[src/rtl/encoder32to5_rr.sv]
// -----------------------------------------------------------------------------
// encoder32to5_rr
//   Funnels N request strobes into a binary index stream. Incoming strobes are
//   merged into a sticky pending vector, and one index per transfer is
//   presented on a registered valid/ready output. Pending lines are serviced in
//   round-robin order starting just after the most recently granted line.
//
// Ports
//   clk        rising-edge clock
//   rst_n      asynchronous active-low reset
//   en         capture enable; when low, req is ignored but draining continues
//   req        request strobes, one bit per line, merged into pending
//   flush      synchronous clear of all state; same-cycle req is discarded
//   idx_out    binary index of the granted line (registered)
//   valid_out  idx_out holds an unconsumed grant (registered)
//   ready_in   consumer accepts idx_out on an edge where valid_out is high
//   pending    current sticky request vector (registered)
//   busy       registered (|pending) | valid_out
// -----------------------------------------------------------------------------
module encoder32to5_rr #(
    parameter int N     = 32,
    parameter int IDX_W = 5
) (
    input  logic             clk,
    input  logic             rst_n,
    input  logic             en,
    input  logic [N-1:0]     req,
    input  logic             flush,
    output logic [IDX_W-1:0] idx_out,
    output logic             valid_out,
    input  logic             ready_in,
    output logic [N-1:0]     pending,
    output logic             busy
);

    logic [N-1:0]     r_pending;
    logic [IDX_W-1:0] r_idx;
    logic             r_valid;
    logic [IDX_W-1:0] r_ptr;
    logic             r_busy;

    logic [IDX_W-1:0] w_sel;
    logic             w_found;
    int               w_pos;
    logic             w_load;
    logic             w_grant;
    logic [N-1:0]     w_clr_mask;
    logic [IDX_W-1:0] w_ptr_nxt;
    logic [N-1:0]     w_pending_nxt;
    logic             w_valid_nxt;

    // Rotating priority scan: first pending line at or after r_ptr, wrapping
    // past N-1 back to 0. Only the registered pending vector is scanned, so a
    // same-cycle req never reaches the outputs combinationally.
    always_comb begin
        // NOTE: every variable gets a default before any conditional write so
        // no path leaves it unassigned, which would infer a latch.
        w_sel   = '0;
        w_found = 1'b0;
        w_pos   = 0;
        for (int i = 0; i < N; i++) begin
            w_pos = int'(r_ptr) + i;
            if (w_pos >= N) begin
                w_pos = w_pos - N;
            end
            if (!w_found && r_pending[IDX_W'(w_pos)]) begin
                w_found = 1'b1;
                w_sel   = IDX_W'(w_pos);
            end
        end
    end

    // The output register may take a new grant when it is empty or its current
    // grant is being consumed on this edge.
    always_comb begin
        w_load      = ~r_valid | ready_in;
        w_grant     = w_load & w_found;
        w_clr_mask  = '0;
        if (w_grant) begin
            w_clr_mask[w_sel] = 1'b1;
        end
        w_ptr_nxt     = (w_sel == IDX_W'(N - 1)) ? '0 : w_sel + 1'b1;
        // Set is OR-ed in after the clear, so a re-request of the bit being
        // granted keeps it pending.
        w_pending_nxt = (r_pending & ~w_clr_mask) | (en ? req : '0);
        w_valid_nxt   = w_load ? w_found : r_valid;
    end

    // NOTE: state registers use non-blocking assignments so every register
    // samples the pre-edge values, independent of statement order.
    always_ff @(posedge clk or negedge rst_n) begin
        if (!rst_n) begin
            r_pending <= '0;
            r_idx     <= '0;
            r_valid   <= 1'b0;
            r_ptr     <= '0;
            r_busy    <= 1'b0;
        end else if (flush) begin
            r_pending <= '0;
            r_idx     <= '0;
            r_valid   <= 1'b0;
            r_ptr     <= '0;
            r_busy    <= 1'b0;
        end else begin
            r_pending <= w_pending_nxt;
            r_valid   <= w_valid_nxt;
            if (w_grant) begin
                r_idx <= w_sel;
                r_ptr <= w_ptr_nxt;
            end
            // busy tracks the post-edge state, so it is derived from the
            // next-state values rather than the current registers.
            r_busy <= (|w_pending_nxt) | w_valid_nxt;
        end
    end

    assign idx_out   = r_idx;
    assign valid_out = r_valid;
    assign pending   = r_pending;
    assign busy      = r_busy;

endmodule

[config.mk]
export PLATFORM = sky130hd
export DESIGN_NAME = encoder32to5_rr
export DESIGN_NICKNAME = d
export VERILOG_FILES = /design/src/rtl/encoder32to5_rr.sv
export SDC_FILE = /design/constraint.sdc
export NUM_CORES = 1
export LEC_CHECK = 0
export ABC_AREA = 1
export BUFFER_PORTS_ARGS = -buffer_cell sky130_fd_sc_hd__buf_2
export CORE_UTILIZATION = 37
export CTS_CLUSTER_DIAMETER = 80
export DETAILED_ROUTE_END_ITERATION = 10
export PLACE_DENSITY = 0.53
export SETUP_SLACK_MARGIN = 0.4
export SLEW_MARGIN = 20
export SYNTH_ARGS = -nofsm -noshare
export SYNTH_HDL_FRONTEND = slang
export SYNTH_SLANG_ARGS = --single-unit
[constraint.sdc]
create_clock -name clk -period 11 [get_ports clk]
set_input_delay 2.2 -clock clk [delete_from_list [all_inputs] [get_ports clk]]
set_output_delay 2.2 -clock clk [all_outputs]
set_load 0.005 [all_outputs]
==> results of run 1 <==
metrics by stage:
stage / setup slack, ns / instance area (sq um) / std cells / util, % / hold WS (ns)
6_report: 2.37 / 7340 / 1458 / 42.0 / 0.486
5_1_grt: 1.65 / 7340 / 1458 / 42.0 / 0.519
4_1_cts: 2.66 / 7330 / 1458 / 42.0 / 0.491
3_5_place_dp: 2.68 / 7200 / 1451 / 41.2 / 0.475
3_3_place_gp: 2.80 / 7200 / 1451 / 41.2 / 0.471
2_1_floorplan: 5.20 / 6710 / 1182 / - / 0.476
layout by cell type, fill, tap and decap left out, drive strengths merged:
cell	count
nor2	114
nand2	409
nor3	8
buf	82
nand3	239
o2111ai	2
dfrtp	44
ha	17
clkbuf	5
a21boi	5
mux2i	2
a22oi	7
a31oi	6
clkinv	4
or4	3
a21oi	35
xnor2	3
nand4	38
a21o	1
o21ai	50
and3	1
inv	129
nor4	2
xor2	14
o22ai	3
o21a	4
o221ai	1
nand3b	4
clkinvlp	1
cells by family after synthesis:
family,count (synthesis),synth area share [%]
simple gates,818,56.8
buf+inv,170,10.8
compound gates,114,9.98
flops,44,16.4
xor+xnor,17,2.56
fa+ha+maj,17,3.17
mux,2,0.298
cells in the mapped netlist, types with 2 or more instances:
library cell	instances	area share (%)
nand2_1	394	22
nand3_1	235	18
inv_1	116	6.5
nor2_1	96	5.4
dfrtp_1	44	16
o21ai_0	44	3.3
a21oi_1	34	2.5
nand4_1	30	2.8
ha_1	17	3.2
clkbuf_1	14	0.78
inv_2	12	0.67
nor2_4	12	2.0
xor2_1	12	1.6
buf_2	11	0.82
buf_4	8	0.90
nand2_2	8	0.75
nor3_1	8	0.60
a22oi_1	7	0.78
nand2_4	7	1.2
a31oi_1	6	0.56
nor2_2	6	0.56
o21ai_1	6	0.45
nand4_2	4	0.75
nand4_4	4	1.3
o21a_1	4	0.45
a21boi_1	3	0.34
buf_6	3	0.50
nand3b_1	3	0.34
o22ai_1	3	0.28
or4_1	3	0.34
a21boi_4	2	0.56
clkinv_1	2	0.11
mux2i_1	2	0.30
nand3_2	2	0.30
nand3_4	2	0.52
nor4_1	2	0.19
o2111ai_1	2	0.26
xnor2_1	2	0.26
xor2_2	2	0.48
layer usage:
layer | vias up | GRT usage [%] | share of wire [%]
met2 | 354 | 51.7 | 46
met1 | 3745 | 40.3 | 43
met3 | 66 | 4.41 | 6.7
met5 | - | 0 | 0
met4 | 0 | 13.5 | 4.1
li1 | 3991 | - | -
critical path, delay by kind of cell, from the launching register on:
| kind | cells | cell delay (ns) |
|---|---|---|
| and+or+nand+nor | 26 | 3.72 |
| buffers and inverters | 5 | 1.87 |
| AOI/OAI and AO/OA | 10 | 1.49 |
| adders and majority gates | 2 | 1.04 |
| DFF | 1 | 0.33 |
path summary, 6_finish.rpt:
check | to | slack [ns] | cells past startpoint
hold reg to reg | idx_out[4]$_DFFE_PN0P_ | 0.49 | 2
setup reg to reg | busy$_DFF_PN0_ | 2.37 | 43
setup / recovery | busy$_DFF_PN0_ | 2.37 | 43
min in group asynchronous | pending[23]$_DFF_PN0_ | 1.91 | 1
hold / removal | idx_out[4]$_DFFE_PN0P_ | 0.49 | 2
max in group asynchronous | pending[10]$_DFF_PN0_ | 8.70 | 1
area by class of cell:
| class | count | area, sq um | share of cell area, % |
|---|---|---|---|
| Tap cell | 225 | 282 | 3.84 |
| Clock inverter | 2 | 12.5 | 0.171 |
| Clock buffer | 5 | 125 | 1.71 |
| Inverter | 132 | 503 | 6.86 |
| Sequential cell | 44 | 1100 | 15.0 |
| Multi-Input combinational cell | 968 | 4880 | 66.6 |
| Timing Repair Buffer | 82 | 430 | 5.87 |
flip-flops by register name (all words and copies together) (netlist names):
register	flops
idx_out	5
busy	1
valid_out	1
pending	32
r_ptr	5
==> flow_summary.json, run 1 <==
{
  "antenna_found_initial": 0,
  "r2r_start": "r_ptr[0]$_DFFE_PN0P_",
  "relSlewSlack_pct": 35.6,
  "vias": 8156,
  "coreArea_sq_mm": 0.0175,
  "ys_ff_latch": 44,
  "grt_pass1_vias": 7591,
  "cts_root_buf": "clkbuf_16",
  "diodes": 0,
  "synth_area_per_cell_sq_um": 5.67,
  "drc": 0,
  "ys_seq_area_share_pct": 16.4,
  "slowest_delay_ns": 0.94,
  "syn-cell-area_sq_mm": 0.00671,
  "post_cts_buffers": 0,
  "nFillCells": 1957,
  "hp-class": "flip-flop to flip-flop",
  "drv_slew": 0,
  "synthesis.nets": 1236,
  "synth_edf_count": 0,
  "nNetsFinal": 1287,
  "crit_path_start_kind": "flip-flop",
  "cts_resized": 0,
  "critPathMaxFanout": 40,
  "die_w_microns": 137,
  "cpMostUsedCell": "nand3_1",
  "routed_wirelength_mm": 28.7,
  "ctsHtreeMaxLevel": 2,
  "setup_viol": 0,
  "fmax_ghz": 0.116,
  "cts_sinks": 44,
  "ioPinCount": 76,
  "synth_cells": 1182,
  "cts_tree": "yes",
  "async_flop_share_pct": 100,
  "cts_inserted_buffers": 5,
  "worst_slew_pin_slew_ns": 0.966,
  "first_pass_iters": 5,
  "gp_congestion": 1.02,
  "maxCapViolations": 0,
  "worstPathRequired_ns": 11.15,
  "critPathKind": "flip-flop to flip-flop",
  "overflow": 0,
  "cp_slowest_cell": "clkinv_1",
  "first_iter_violations": 726,
  "wl_per_cell_microns": 19.7,
  "hold_start": "idx_out[4]$_DFFE_PN0P_",
  "track_usage_pct": 31.2,
  "avgViaCountPerCell": 5.59,
  "tns_ns": 0,
  "die_h_microns": 137,
  "worst_setup_path_end_kind": "flip-flop",
  "cts_hold_buf": 0,
  "grt_pass1_wl_mm": 43.2,
  "startpoint": "r_ptr[0]$_DFFE_PN0P_",
  "grt_start_max_net_pins": 45,
  "rsz0062_at_grt": "false",
  "fin_crit_sh_pct": 78.4,
  "cp_data_arrival_time_ns": 8.77,
  "synth-main-ff-cell": "dfrtp_1",
  "finClkSkew_ns": 0.00725,
  "layout-drive-gt1-share_pct": 12.6,
  "num_rows": 48,
  "place_hpwl_mm": 22.8,
  "cts.clk_slew.worst_paths_ns": 0.07,
  "netlist-cell-type-count": 49,
  "yosysWarnings": 0,
  "area_growth_syn_to_layout_pct": 9.38,
  "fin_crit_ns": 8.63,
  "ant_nets": 0,
  "cts_buffer_depth": 2,
  "start_util_pct": 38.4,
  "portBuffers": 75,
  "clk_latency_ns": 0.29,
  "die-area_sq_mm": 0.0187,
  "hold_viol_final": 0,
  "status": "completed"
}
Power of run 1 is not shown: default switching activity piles up to over one toggle a cycle in this logic, so the estimate is an artifact.
==> run 2: changes to the inputs <==
--- a/config.mk
+++ b/config.mk
@@ -5,12 +5,12 @@
 export SDC_FILE = /design/constraint.sdc
 export NUM_CORES = 1
 export LEC_CHECK = 0
-export ABC_AREA = 1
+export ABC_AREA = 0
 export BUFFER_PORTS_ARGS = -buffer_cell sky130_fd_sc_hd__buf_2
 export CORE_UTILIZATION = 37
 export CTS_CLUSTER_DIAMETER = 80
 export DETAILED_ROUTE_END_ITERATION = 10
-export PLACE_DENSITY = 0.53
+export PLACE_DENSITY = 0.54
 export SETUP_SLACK_MARGIN = 0.4
 export SLEW_MARGIN = 20
 export SYNTH_ARGS = -nofsm -noshare
==> constraint.sdc (replaced) <==
create_clock -name clk -period 7.7 [get_ports clk]
set_input_delay 1.54 -clock clk [delete_from_list [all_inputs] [get_ports clk]]
set_output_delay 1.54 -clock clk [all_outputs]
set_load 0.005 [all_outputs]
==> flow_summary.json, run 2 <==
{
  "status": "completed",
  "yosysMostFrequentCell": "nand2_1",
  "whs_path_depth": 2,
  "hold_start": "idx_out[3]$_DFFE_PN0P_",
  "relSlewSlack_pct": 19.0,
  "cts.clk_slew.worst_paths_ns": 0.06,
  "portBuffers": 75,
  "rsz0062_at_grt": "false",
  "tns_ns": 0,
  "grt_pass1_wl_mm": 65.5,
  "die_w_microns": 161,
  "netlist-cell-type-count": 84,
  "antenna_found_initial": 0,
  "synth_top_area_share_pct": 21.3,
  "yosysWarnings": 0,
  "syn-cell-area_sq_mm": 0.00939,
  "place_hpwl_mm": 33.8,
  "worst_slew_pin_slew_ns": 1.21,
  "fmax_ghz": 0.144,
  "synth_common_cells": "nand2_1, mux4_2, nor2_1",
  "ant_nets": 0,
  "post_cts_buffers": 0,
  "layout-drive-gt1-share_pct": 28.3,
  "clk_latency_ns": 0.30,
  "cts_hold_buf": 0,
  "gp_congestion": 1.01,
  "grt.busiest_layer": "met2",
  "r2r_cells": 21,
  "routed_wirelength_mm": 44.1,
  "fin_crit_ns": 6.94,
  "most-common-layout-cells": "nand2_1, mux4_2, nor2_1",
  "ys_seq_area_share_pct": 11.7,
  "worstPathRequired_ns": 7.83,
  "cts_resized": 0,
  "start_util_pct": 38.2,
  "first_iter_violations": 1208,
  "mostFrequentLayoutCell": "nand2_1",
  "drc": 0,
  "die-area_sq_mm": 0.0260,
  "synth_edf_count": 0,
  "yosys-top-cells-area": "mux4_2, dfrtp_1, mux2i_1",
  "r2r_slack_ns": 0.76,
  "setup_viol": 0,
  "cts_buffer_depth": 2,
  "critPathKind": "flip-flop to flip-flop",
  "drv_slew": 0,
  "reg2reg_to": "busy$_DFF_PN0_",
  "vias": 10200,
  "fin_crit_sh_pct": 90.1,
  "cts_root_buf": "clkbuf_16",
  "grt_pass1_vias": 9766,
  "num_rows": 57,
  "hold_viol_final": 0,
  "avgViaCountPerCell": 6.95,
  "die_h_microns": 161,
  "cts_tree": "yes",
  "ys_ff_latch": 44,
  "synthesis.nets": 1125,
  "critPathMaxFanout": 26,
  "track_usage_pct": 33.8,
  "first_pass_iters": 5,
  "largest_reg_flops": 32,
  "async_flop_share_pct": 100,
  "ctsHtreeMaxLevel": 2,
  "use_met1_pct": 45.3,
  "worst_setup_path_end_kind": "flip-flop",
  "finClkSkew_ns": 0.00598,
  "cts_sinks": 44,
  "ioPinCount": 76,
  "synth-main-ff-cell": "dfrtp_1",
  "diodes": 0,
  "area_growth_syn_to_layout_pct": 10.6,
  "synth_area_per_cell_sq_um": 8.77,
  "overflow": 0,
  "synth_cells": 1071,
  "min_to": "idx_out[3]$_DFFE_PN0P_",
  "crit_path_start_kind": "flip-flop",
  "nNetsFinal": 1190,
  "cp_data_arrival_time_ns": 7.07,
  "synth_top_cell_by_area": "mux4_2",
  "wl_per_cell_microns": 30.2,
  "hp-class": "flip-flop to flip-flop",
  "cts_inserted_buffers": 5,
  "grt_start_max_net_pins": 53,
  "maxCapViolations": 0,
  "use_met3_pct": 5.78,
  "r2r_start": "r_ptr[1]$_DFFE_PN0P_",
  "use_met2_pct": 52.4,
  "coreArea_sq_mm": 0.0246
}
## run 2: stage by stage
step / util, % / area, sq um / setup WS, ns / instances / hold WS [ns]
floorplan: - / 9390 / 1.21 / 1071 / 0.504
global placement: 41.7 / 10200 / 0.897 / 1453 / 0.511
detailed placement: 41.7 / 10200 / 1.03 / 1453 / 0.512
CTS: 42.2 / 10400 / 0.973 / 1460 / 0.528
global route: 42.2 / 10400 / 0.495 / 1460 / 0.560
finish: 42.2 / 10400 / 0.763 / 1460 / 0.524
## run 2: area by class of cell
cell class | count | area, sq um
Clock buffer | 5 | 125
Clock inverter | 2 | 12.5
Fill cell | 2507 | 14200
Inverter | 18 | 67.6
Multi-Input combinational cell | 933 | 7840
Sequential cell | 44 | 1110
Tap cell | 324 | 405
Timing Repair Buffer | 134 | 833
## run 2: logic make-up after synthesis
family	synth area share, %
buf+inv	4.86
compound gates	21.2
mux	38.1
fa+ha+maj	2.27
xor+xnor	2.97
simple gates	18.9
flops	11.7
## run 2: layer usage
layer | up-vias | routed length [microns]
li1 | 4359 | -
met1 | 5008 | 17700
met2 | 675 | 19700
met3 | 109 | 4420
met4 | 0 | 2350
met5 | - | 0
## run 2: worst max-delay path by stage
stage / from / to / slack [ns] / depth (start not counted)
2_1_floorplan: r_ptr[1]$_DFFE_PN0P_ / busy$_DFF_PN0_ / 1.21 / 25
3_3_place_gp: r_ptr[1]$_DFFE_PN0P_ / busy$_DFF_PN0_ / 0.90 / 17
3_5_place_dp: r_ptr[1]$_DFFE_PN0P_ / busy$_DFF_PN0_ / 1.03 / 21
4_1_cts: r_ptr[1]$_DFFE_PN0P_ / busy$_DFF_PN0_ / 0.97 / 21
5_1_grt: r_ptr[1]$_DFFE_PN0P_ / busy$_DFF_PN0_ / 0.50 / 21
6_report: r_ptr[1]$_DFFE_PN0P_ / busy$_DFF_PN0_ / 0.76 / 21
## run 2: worst max-delay path: stages, from the launching register on
cell	delay, ns
dfrtp_4	0.68
ha_1	0.46
xor2_2	0.65
buf_4	0.29
mux2_2	0.35
a211o_1	0.34
mux4_2	0.55
nand4_1	0.36
nor4_2	0.10
buf_4	0.18
and3_1	0.19
a2111oi_0	0.39
a31oi_1	0.26
o21ai_0	0.24
nand4_1	0.29
inv_1	0.21
ha_1	0.16
nand2_1	0.18
o41ai_2	0.29
nand2_1	0.11
nor4bb_1	0.31
a41oi_1	0.16
Power of run 2 is left out for the same reason.
